==> src/rtl/redun_mont_pkg.sv <==
// Shared word geometry, modulus and types for the redundant Montgomery datapath.
// Includes the redundant-operand type, its binary conversion helper and the collapse FSM state encoding.
package redun_mont_pkg;

    localparam int WRD_BITS = 16;
    localparam int NUM_WRDS = 4;
    localparam logic [NUM_WRDS*WRD_BITS-1:0] P = 64'hF123_4567_89AB_CDEF;
    localparam int MAX_SUB  = 2;

    localparam int IDX_W  = $clog2(NUM_WRDS + 1);
    localparam int SIDX_W = $clog2(NUM_WRDS);
    localparam int PASS_W = $clog2(MAX_SUB + 1);

    // Word i carries weight 2^(i*WRD_BITS); its top bit is a carry of weight 2^((i+1)*WRD_BITS).
    typedef logic [NUM_WRDS-1:0][WRD_BITS:0] redun0_t;

    typedef enum logic [3:0] {
        ST_IDLE  = 4'b0001,
        ST_CARRY = 4'b0010,
        ST_SUB   = 4'b0100,
        ST_OUT   = 4'b1000
    } collapse_state_t;

    function automatic redun0_t to_redun(input logic [NUM_WRDS*WRD_BITS-1:0] b);
        redun0_t r;
        for (int i = 0; i < NUM_WRDS; i++) begin
            r[i] = {1'b0, b[i*WRD_BITS +: WRD_BITS]};
        end
        return r;
    endfunction

endpackage

==> src/rtl/redun_word_addsub.sv <==
// Single word add (a+b+cin) or subtract (a-b-bin) with carry/borrow out.
// Purely combinational; no handshake.
module redun_word_addsub
    import redun_mont_pkg::*;
(
    input  logic [WRD_BITS-1:0] a_i,
    input  logic [WRD_BITS-1:0] b_i,
    input  logic                sub_i,
    input  logic                c_i,
    output logic [WRD_BITS-1:0] r_o,
    output logic                c_o
);

    logic [WRD_BITS:0] res;

    // In subtract mode bit WRD_BITS of the widened result is the borrow out.
    always_comb begin
        if (sub_i) begin
            res = {1'b0, a_i} - {1'b0, b_i} - {{WRD_BITS{1'b0}}, c_i};
        end else begin
            res = {1'b0, a_i} + {1'b0, b_i} + {{WRD_BITS{1'b0}}, c_i};
        end
    end

    assign r_o = res[WRD_BITS-1:0];
    assign c_o = res[WRD_BITS];

endmodule

==> src/rtl/redun_collapse.sv <==
// Collapses a redundant squarer result to binary, then conditionally subtracts P MAX_SUB times, word-serially.
// Latency 1+NUM_WRDS+MAX_SUB*(NUM_WRDS+1) cycles from capture; o_val/o_dat held until i_rdy, new i_val while busy is dropped.
module redun_collapse
    import redun_mont_pkg::*;
(
    input  logic                         i_clk,
    input  logic                         i_rst_n,
    input  redun0_t                      i_mul,
    input  logic                         i_val,
    output logic                         o_busy,
    output logic [NUM_WRDS*WRD_BITS-1:0] o_dat,
    output logic                         o_val,
    input  logic                         i_rdy,
    output logic                         o_ovrn,
    output logic                         o_err
);

    localparam logic [NUM_WRDS:0][WRD_BITS-1:0] P_WORDS = {{WRD_BITS{1'b0}}, P};

    collapse_state_t                     state_q;
    logic [IDX_W-1:0]                    idx_q;
    logic [PASS_W-1:0]                   pass_q;
    logic [1:0]                          c_q;
    logic                                bor_q;
    logic                                ge_q;
    logic                                val_q;
    logic                                busy_q;
    logic                                ovrn_q;
    logic                                err_q;
    logic [NUM_WRDS:0][WRD_BITS:0]       work_q;
    logic [NUM_WRDS-1:0][WRD_BITS-1:0]   shd_q;

    logic [WRD_BITS:0]   cur_w;
    logic [WRD_BITS-1:0] as_a;
    logic [WRD_BITS-1:0] as_b;
    logic [WRD_BITS-1:0] as_r;
    logic                as_sub;
    logic                as_cin;
    logic                as_cout;
    logic [1:0]          c_d;
    logic                ge_d;
    logic                last_word;
    logic                last_pass;

    redun_word_addsub u_addsub (
        .a_i   (as_a),
        .b_i   (as_b),
        .sub_i (as_sub),
        .c_i   (as_cin),
        .r_o   (as_r),
        .c_o   (as_cout)
    );

    // ge tracks "difference so far >= P so far" LSB-first, so the final-pass check needs no wide comparator.
    always_comb begin
        cur_w     = work_q[idx_q];
        as_sub    = (state_q == ST_SUB);
        as_a      = cur_w[WRD_BITS-1:0];
        as_b      = as_sub ? P_WORDS[idx_q] : {{(WRD_BITS-2){1'b0}}, c_q};
        as_cin    = as_sub ? bor_q : 1'b0;
        c_d       = {1'b0, cur_w[WRD_BITS]} + {1'b0, as_cout};
        ge_d      = (as_r > P_WORDS[idx_q]) || ((as_r == P_WORDS[idx_q]) && ge_q);
        last_word = (idx_q == IDX_W'(NUM_WRDS));
        last_pass = (pass_q == PASS_W'(MAX_SUB - 1));
    end

    always_ff @(posedge i_clk) begin
        if (!i_rst_n) begin
            state_q <= ST_IDLE;
            idx_q   <= '0;
            pass_q  <= '0;
            c_q     <= '0;
            bor_q   <= 1'b0;
            ge_q    <= 1'b1;
            val_q   <= 1'b0;
            busy_q  <= 1'b0;
            ovrn_q  <= 1'b0;
            err_q   <= 1'b0;
        end else begin
            if (i_val && (state_q != ST_IDLE)) begin
                ovrn_q <= 1'b1;
            end
            case (state_q)
                ST_IDLE: begin
                    if (i_val) begin
                        state_q <= ST_CARRY;
                        idx_q   <= '0;
                        c_q     <= '0;
                        busy_q  <= 1'b1;
                    end
                end
                ST_CARRY: begin
                    if (last_word) begin
                        state_q <= ST_SUB;
                        idx_q   <= '0;
                        pass_q  <= '0;
                        bor_q   <= 1'b0;
                        ge_q    <= 1'b1;
                    end else begin
                        idx_q <= idx_q + 1'b1;
                        c_q   <= c_d;
                    end
                end
                ST_SUB: begin
                    if (last_word) begin
                        idx_q <= '0;
                        bor_q <= 1'b0;
                        ge_q  <= 1'b1;
                        if (last_pass) begin
                            err_q   <= err_q | (!as_cout && ge_d);
                            state_q <= ST_OUT;
                            val_q   <= 1'b1;
                        end else begin
                            pass_q <= pass_q + 1'b1;
                        end
                    end else begin
                        idx_q <= idx_q + 1'b1;
                        bor_q <= as_cout;
                        ge_q  <= ge_d;
                    end
                end
                ST_OUT: begin
                    if (i_rdy) begin
                        state_q <= ST_IDLE;
                        val_q   <= 1'b0;
                        busy_q  <= 1'b0;
                    end
                end
                default: state_q <= ST_IDLE;
            endcase
        end
    end

    // Datapath carries no reset; its contents only matter while the FSM says so.
    always_ff @(posedge i_clk) begin
        case (state_q)
            ST_IDLE: begin
                if (i_val) begin
                    for (int i = 0; i < NUM_WRDS; i++) begin
                        work_q[i] <= i_mul[i];
                    end
                    work_q[NUM_WRDS] <= '0;
                end
            end
            ST_CARRY: begin
                if (last_word) begin
                    work_q[NUM_WRDS] <= {{(WRD_BITS-1){1'b0}}, c_q};
                end else begin
                    work_q[idx_q] <= {1'b0, as_r};
                end
            end
            ST_SUB: begin
                if (!last_word) begin
                    shd_q[idx_q[SIDX_W-1:0]] <= as_r;
                end else if (!as_cout) begin
                    for (int i = 0; i < NUM_WRDS; i++) begin
                        work_q[i] <= {1'b0, shd_q[i]};
                    end
                    work_q[NUM_WRDS] <= {1'b0, as_r};
                end
            end
            default: ;
        endcase
    end

    always_comb begin
        for (int i = 0; i < NUM_WRDS; i++) begin
            o_dat[i*WRD_BITS +: WRD_BITS] = work_q[i][WRD_BITS-1:0];
        end
    end

    assign o_val  = val_q;
    assign o_busy = busy_q;
    assign o_ovrn = ovrn_q;
    assign o_err  = err_q;

endmodule

==> config.mk <==
export PLATFORM = sky130hd
export DESIGN_NAME = redun_collapse
export DESIGN_NICKNAME = d
export VERILOG_FILES = /design/src/rtl/redun_mont_pkg.sv /design/src/rtl/redun_word_addsub.sv /design/src/rtl/redun_collapse.sv
export SDC_FILE = /design/constraint.sdc
export NUM_CORES = 1
export LEC_CHECK = 0
export CAP_MARGIN = 15
export CORE_ASPECT_RATIO = 0.5
export CORE_MARGIN = 3
export CORE_UTILIZATION = 61
export DETAILED_ROUTE_END_ITERATION = 12
export PLACE_DENSITY_LB_ADDON = 0.15
export SYNTH_ARGS = -nofsm -noshare
export SYNTH_HDL_FRONTEND = slang
export SYNTH_HIERARCHICAL = 1
export SYNTH_SLANG_ARGS = --single-unit
==> constraint.sdc <==
create_clock -name i_clk -period 23.6 [get_ports i_clk]
set_input_delay 4.72 -clock i_clk [delete_from_list [all_inputs] [get_ports i_clk]]
set_output_delay 4.72 -clock i_clk [all_outputs]
set_load 0.01 [all_outputs]
# Yosys cells after proc, flatten, opt, wreduce, memory -nomap -nowiden
# Memories as Yosys holds them, arrays and structs flattened. A register that Yosys moved wholly into a read port is not among the register bits.
# Cells that the tools add are included.
[totals]
reg_bits = 166
latch_bits = 0
mem_bits_rw = 0
rom_bits = 128
inputBits = 72
output_inout_bits = 68
mem_count = 1
[classes]
add_sub_neg = 7
n_mul = 0
div = 0
n_lt_le_gt_ge = 5
eq_ne = 16
n_shift = 0
mux = 48
bitwise = 2
n_reduce_logical = 25
[mem_list]
columns = ["name", "depth", "width", "read_ports", "rd_clocked_by_memory_dff", "write_ports", "line_no", "rtl"]
rows = [
  ["(no name shown)", 8, 16, 1, 1, 0, "redun_collapse.sv:62", "ge_d = (as_r > P_WORDS[idx_q]) || ((as_r == P_WORDS[idx_q]) && ge_q);"],
]
[ops]
columns = ["op", "count"]
rows = [
  ["85-bit 2-to-1 mux", 3],
  ["85-bit one-hot mux with 3 select lines", 1],
  ["85-bit bitwise mux", 1],
  ["17-bit 2-to-1 mux", 4],
  ["68-bit 2-to-1 mux", 1],
  ["64-bit bitwise mux", 1],
  ["17-bit binary-select mux with 3-bit select", 1],
  ["17-bit demux with 3-bit select", 1],
  ["16-bit 2-to-1 mux", 3],
  ["16-bit demux with 2-bit select", 1],
  ["4-bit 2-to-1 mux", 5],
  ["16-bit by 16-bit adder with 17-bit output", 1],
  ["17-bit by 1-bit adder with 17-bit output", 1],
  ["16-bit by 16-bit subtractor with 17-bit output", 1],
  ["17-bit by 1-bit subtractor with 17-bit output", 1],
  ["16-bit == test", 1],
  ["16-bit greater-than comparator", 1],
  ["4-bit one-hot mux with 4 select lines", 1],
  ["3-bit 2-to-1 mux", 4],
  ["2-bit inequality test (second input constant)", 6],
  ["4-bit AND reduction", 3],
  ["2-bit 2-to-1 mux", 5],
  ["5-bit AND reduction", 2],
  ["2-bit nonzero test", 5],
  ["28 further kinds", 49],
]

# Depth between registers and ports, before layout
[depth]
ltp_word = 11
depth_mapped = 25

# By module
# Netlist, hierarchy kept.
[by_module_without_submodules]
columns = ["module", "n_inst", "cells_per_inst", "area_each_um2", "seq_area_each_um2"]
rows = [
  ["redun_collapse", 1, 741, 8993.6, 4934.7],
  ["redun_word_addsub", 1, 290, 2064.5, 0.0],
]

# Worst setup path after synthesis
# No wires, ideal clock.
[synth_timing]
kind = "input to register"
start = "input i_val"
end = "register work_q, in the netlist o_dat[0] (enable)"
setup_ns = 0.578
t_arrival_ns = 9.889
required_ns = 23.022
slack_ns = 13.133
cell_stages = 3
cell_sequence = "nand3b_1 > a311o_2 > nor3_1"
[synth_between]
elab_chain_len = 2
[synth_rtl]
columns = ["element", "line_no", "rtl"]
rows = [
  ["start, declared", "redun_collapse.sv:9", "input logic i_val,"],
  ["2-bit inequality test (no line)", "n/a", ""],
  ["5-bit AND reduction (no line)", "n/a", ""],
  ["end signal, assigned by index", "redun_collapse.sv:140", "work_q[i] <= i_mul[i];"],
  ["end signal, assigned by index", "redun_collapse.sv:147", "work_q[NUM_WRDS] <= {{(WRD_BITS-1){1'b0}}, c_q};"],
  ["end signal, assigned by index", "redun_collapse.sv:149", "work_q[idx_q] <= {1'b0, as_r};"],
  ["end, declared", "redun_collapse.sv:30", "logic [NUM_WRDS:0][WRD_BITS:0] work_q;"],
]
# No other way between the ends.
# A chain may end at the register's enable or synchronous reset.

# Worst setup path in the final report
[layout_timing]
start = "input i_val"
end = "register work_q, in the netlist o_dat[6] (enable)"
# The elaborated chain is that of the path after synthesis.

==> results.json <==
{
  "post-cts-setup-buffers": 0,
  "synthAdderAreaFrac_pct": 8.08,
  "via_count": 8453,
  "hp-class": "register to register",
  "min_to": "o_val",
  "clock_latency_ns": 0.43,
  "intPower_uw": 617,
  "grt_util_all_layers_pct": 30.4,
  "clkTransAtPathRegs_ns": 0.07,
  "r2r_cells": 20,
  "power.density_nw_per_um2": 68.0,
  "ys_seq_area_share_pct": 44.6,
  "final_common_cell": "edfxtp_1",
  "outcome": "finished clean",
  "skew_ns": 0.0111,
  "io_pins": 140,
  "gp_congestion": 0.930,
  "hp-start": "o_val",
  "ys_warn_count": 6,
  "mostFrequentLayoutCells": "edfxtp_1, clkdlybuf4s50_1, inv_1, o21ai_0, mux2i_1",
  "ant_nets": 0,
  "layout.nets": 1239,
  "p_sw_uw": 255,
  "path_class": "input pin to register",
  "die_area_sq_um": 19900,
  "postSynth.asyncResetShare_pct": 0,
  "grt_pass1_wl_mm": 46.2,
  "gr-total-overflow": 0,
  "cts_made_buffers": 17,
  "synth_edf_count": 149,
  "synth_mux_area_share_pct": 9.89,
  "cp_max_fo": 68,
  "combPwrFrac_pct": 22.7,
  "crit_required_ns": 23.65,
  "cpPeakStageDelay_ns": 0.73,
  "synth_cells": 1031,
  "syn2layout_area_growth_pct": 16.0,
  "crit_chain": "clkdlybuf4s50_1, nand3b_1, a311o_2, nor3_2, buf_4",
  "postCtsHoldBufs": 0,
  "cts-root-buf": "clkbuf_16",
  "max_slew_margin_pct": 18.6,
  "die_w_microns": 196,
  "whs_path_depth": 1,
  "synth_top_family_by_area": "compound AO/OA/AOI/OAI gates",
  "cp-end-kind": "register",
  "antenna_found_initial": 1,
  "yosys_register_bits": 172,
  "leakage_nw": 5.08,
  "place.port_buffers": 139,
  "synth.distinct_cells": 73,
  "rows": 34,
  "clockPowerShare_pct": 34.2,
  "start_util_pct": 62.9,
  "fin_hold_ws_ns": 0.472,
  "grt_pass1_vias": 8222,
  "cap_violations": 0,
  "yosys_most_used_dff": "edfxtp_1",
  "rsz0062_at_grt": "no",
  "cts_resized": 0,
  "hpwl_mm": 20.4,
  "cp_top_family": "buffers and inverters",
  "post_drt_wl_per_cell_microns": 22.4,
  "rrSetupSlack_ns": 16.88,
  "cts_tree": "done",
  "die_h_microns": 101,
  "finalCritPeriodShare_pct": 28.8,
  "crit_slowest_cell": "buf_4",
  "drive_gt1_share_pct": 8.55,
  "tightest_slew_ns": 1.19,
  "switching_share_pct": 29.2,
  "r2r_end": "o_err",
  "fmax_mhz": 147,
  "critPathBufInv": 2,
  "grt_max_degree": 82,
  "peakVddDrop_mv": 0.0565,
  "final_core_util_pct": 73.0,
  "syn_area_per_cell_sq_um": 10.7,
  "synth.cell_area_sq_um": 11100,
  "routed_wl_mm": 30.2,
  "cts.path.max_buffers": 2,
  "drt_iter0_drc": 877,
  "drv_slew": 0,
  "n_antenna_cell": 0,
  "yosys.area_share.simple_pct": 7.91,
  "hold_viol_final": 0,
  "min_period_ns": 6.80,
  "vias_per_cell": 6.28,
  "finalWorstSetupSlack_ns": 16.80,
  "cts_max_level": 4,
  "synth_compound_area_share_pct": 17.4,
  "fin_tns_setup_ns": 0,
  "pre_cts_slack_ns": 16.41,
  "seqPwrFrac_pct": 43.1,
  "crit_path_start_kind": "input pin",
  "route.detailed.drc": 0,
  "cts_sinks": 172,
  "core_sq_um": 17600,
  "synth_xor_area_share_pct": 2.22,
  "critPathArrivalTime_ns": 6.86,
  "drt_pass1_iterations": 6,
  "setup_viol": 0,
  "r2r_start": "state_q[1]"
}
==> cells by family after synthesis <==
group / after synthesis
buffers and inverters: 211
other: 1
xor gates and xnor gates: 28
DFF: 172
and+or+nand+nor: 174
AOI/OAI and AO/OA: 288
adders and majority gates: 69
muxes: 88
==> worst reg2reg max path: cells and delay by family, from the launching register on <==
family | cells | cell delay [ns]
buffers and inverters | 3 | 0.91
AND/OR/NAND/NOR | 7 | 2.02
multiplexers | 1 | 0.93
XOR/XNOR | 1 | 0.10
adder cells (fa/ha/maj) | 3 | 0.88
flip-flops | 1 | 0.40
AO/OA/AOI/OAI | 5 | 1.41
==> Yosys cell counts, types with 3 or more instances <==
master / number / area [sq um]
nand3b_1: 3 / 22.5
nand2_1: 51 / 191
a21o_1: 5 / 37.5
a21oi_1: 41 / 205
and3_1: 8 / 50.1
nand4b_1: 3 / 26.3
a31oi_1: 3 / 18.8
xor2_1: 6 / 52.6
buf_1: 4 / 15.0
buf_2: 28 / 140
nand3_1: 13 / 65.1
ha_1: 65 / 813
nor3_1: 11 / 55.1
a22oi_1: 64 / 480
nor2b_1: 6 / 37.5
o31ai_1: 4 / 30.0
a2111oi_0: 5 / 43.8
nor2_1: 45 / 169
dfxtp_1: 23 / 460
edfxtp_1: 149 / 4470
inv_1: 95 / 357
mux2i_1: 71 / 711
clkbuf_1: 15 / 56.3
fa_1: 4 / 80.1
o21ai_0: 98 / 490
xnor2_1: 22 / 193
and2_1: 6 / 37.5
buf_6: 3 / 33.8
o21bai_1: 4 / 30.0
a22o_1: 15 / 131
buf_4: 65 / 488
o21a_1: 6 / 45.0
nand2b_1: 8 / 50.1
nand4_1: 4 / 25.0
o21ai_1: 8 / 40.0
a211oi_1: 5 / 37.5
mux4_2: 17 / 383
==> layout make-up <==
cell class / instances / area, sq um
flip-flops and latches: 172 / 4930
inverters: 96 / 360
fillers: 1193 / 4740
clock buffers: 17 / 425
well taps: 234 / 293
multi-input cells: 651 / 5060
repair buffers: 160 / 1550
clock inverters: 15 / 200
==> power groups by stage <==
stage / clock network [mW] / registers (mW) / logic, mW
2_1_floorplan: 0 / 0.377 / 0.130
3_3_place_gp: 0 / 0.381 / 0.186
3_5_place_dp: 0 / 0.382 / 0.191
4_1_cts: 0.299 / 0.376 / 0.192
5_1_grt: 0.311 / 0.378 / 0.213
6_report: 0.298 / 0.376 / 0.198
==> through the flow <==
| step | instance area (sq um) | total power, mW | std cells |
|---|---|---|---|
| after floorplan | 11100 | 0.507 | 1034 |
| after global placement | 12100 | 0.567 | 1306 |
| after detailed placement | 12100 | 0.573 | 1306 |
| after CTS | 12800 | 0.866 | 1338 |
| after global routing | 12800 | 0.903 | 1345 |
| final | 12800 | 0.872 | 1345 |
==> per-layer routing <==
layer / vias to the layer above / part of all wire (%) / track usage (%)
li1: 3863 / - / -
met1: 4103 / 43 / 43.8
met2: 454 / 46 / 47.6
met3: 31 / 11 / 6.85
met4: 2 / 1.2 / 7.39
met5: - / 0.043 / 0
==> worst max path at each step <==
stage	startpoint	end	slack [ns]	cells past startpoint
2_1_floorplan	i_val	o_dat[0]	13.13	3
3_3_place_gp	i_val	o_dat[23]	16.44	5
3_5_place_dp	i_val	o_dat[53]	16.41	5
4_1_cts	i_val	o_dat[62]	16.85	5
5_1_grt	state_q[1]	o_err	16.40	20
6_report	i_val	o_dat[6]	16.80	5
==> flip-flops by register name, summed over array words and instances (netlist names), named ones only <==
register,flops
o_ovrn,1
o_err,1
c_q,2
pass_q,2
state_q,4
o_busy,1
idx_q,3
bor_q,1
work_q,21
o_dat,64
shd_q,64
ge_q,1
o_val,1
(Power assumes the default switching activity.)
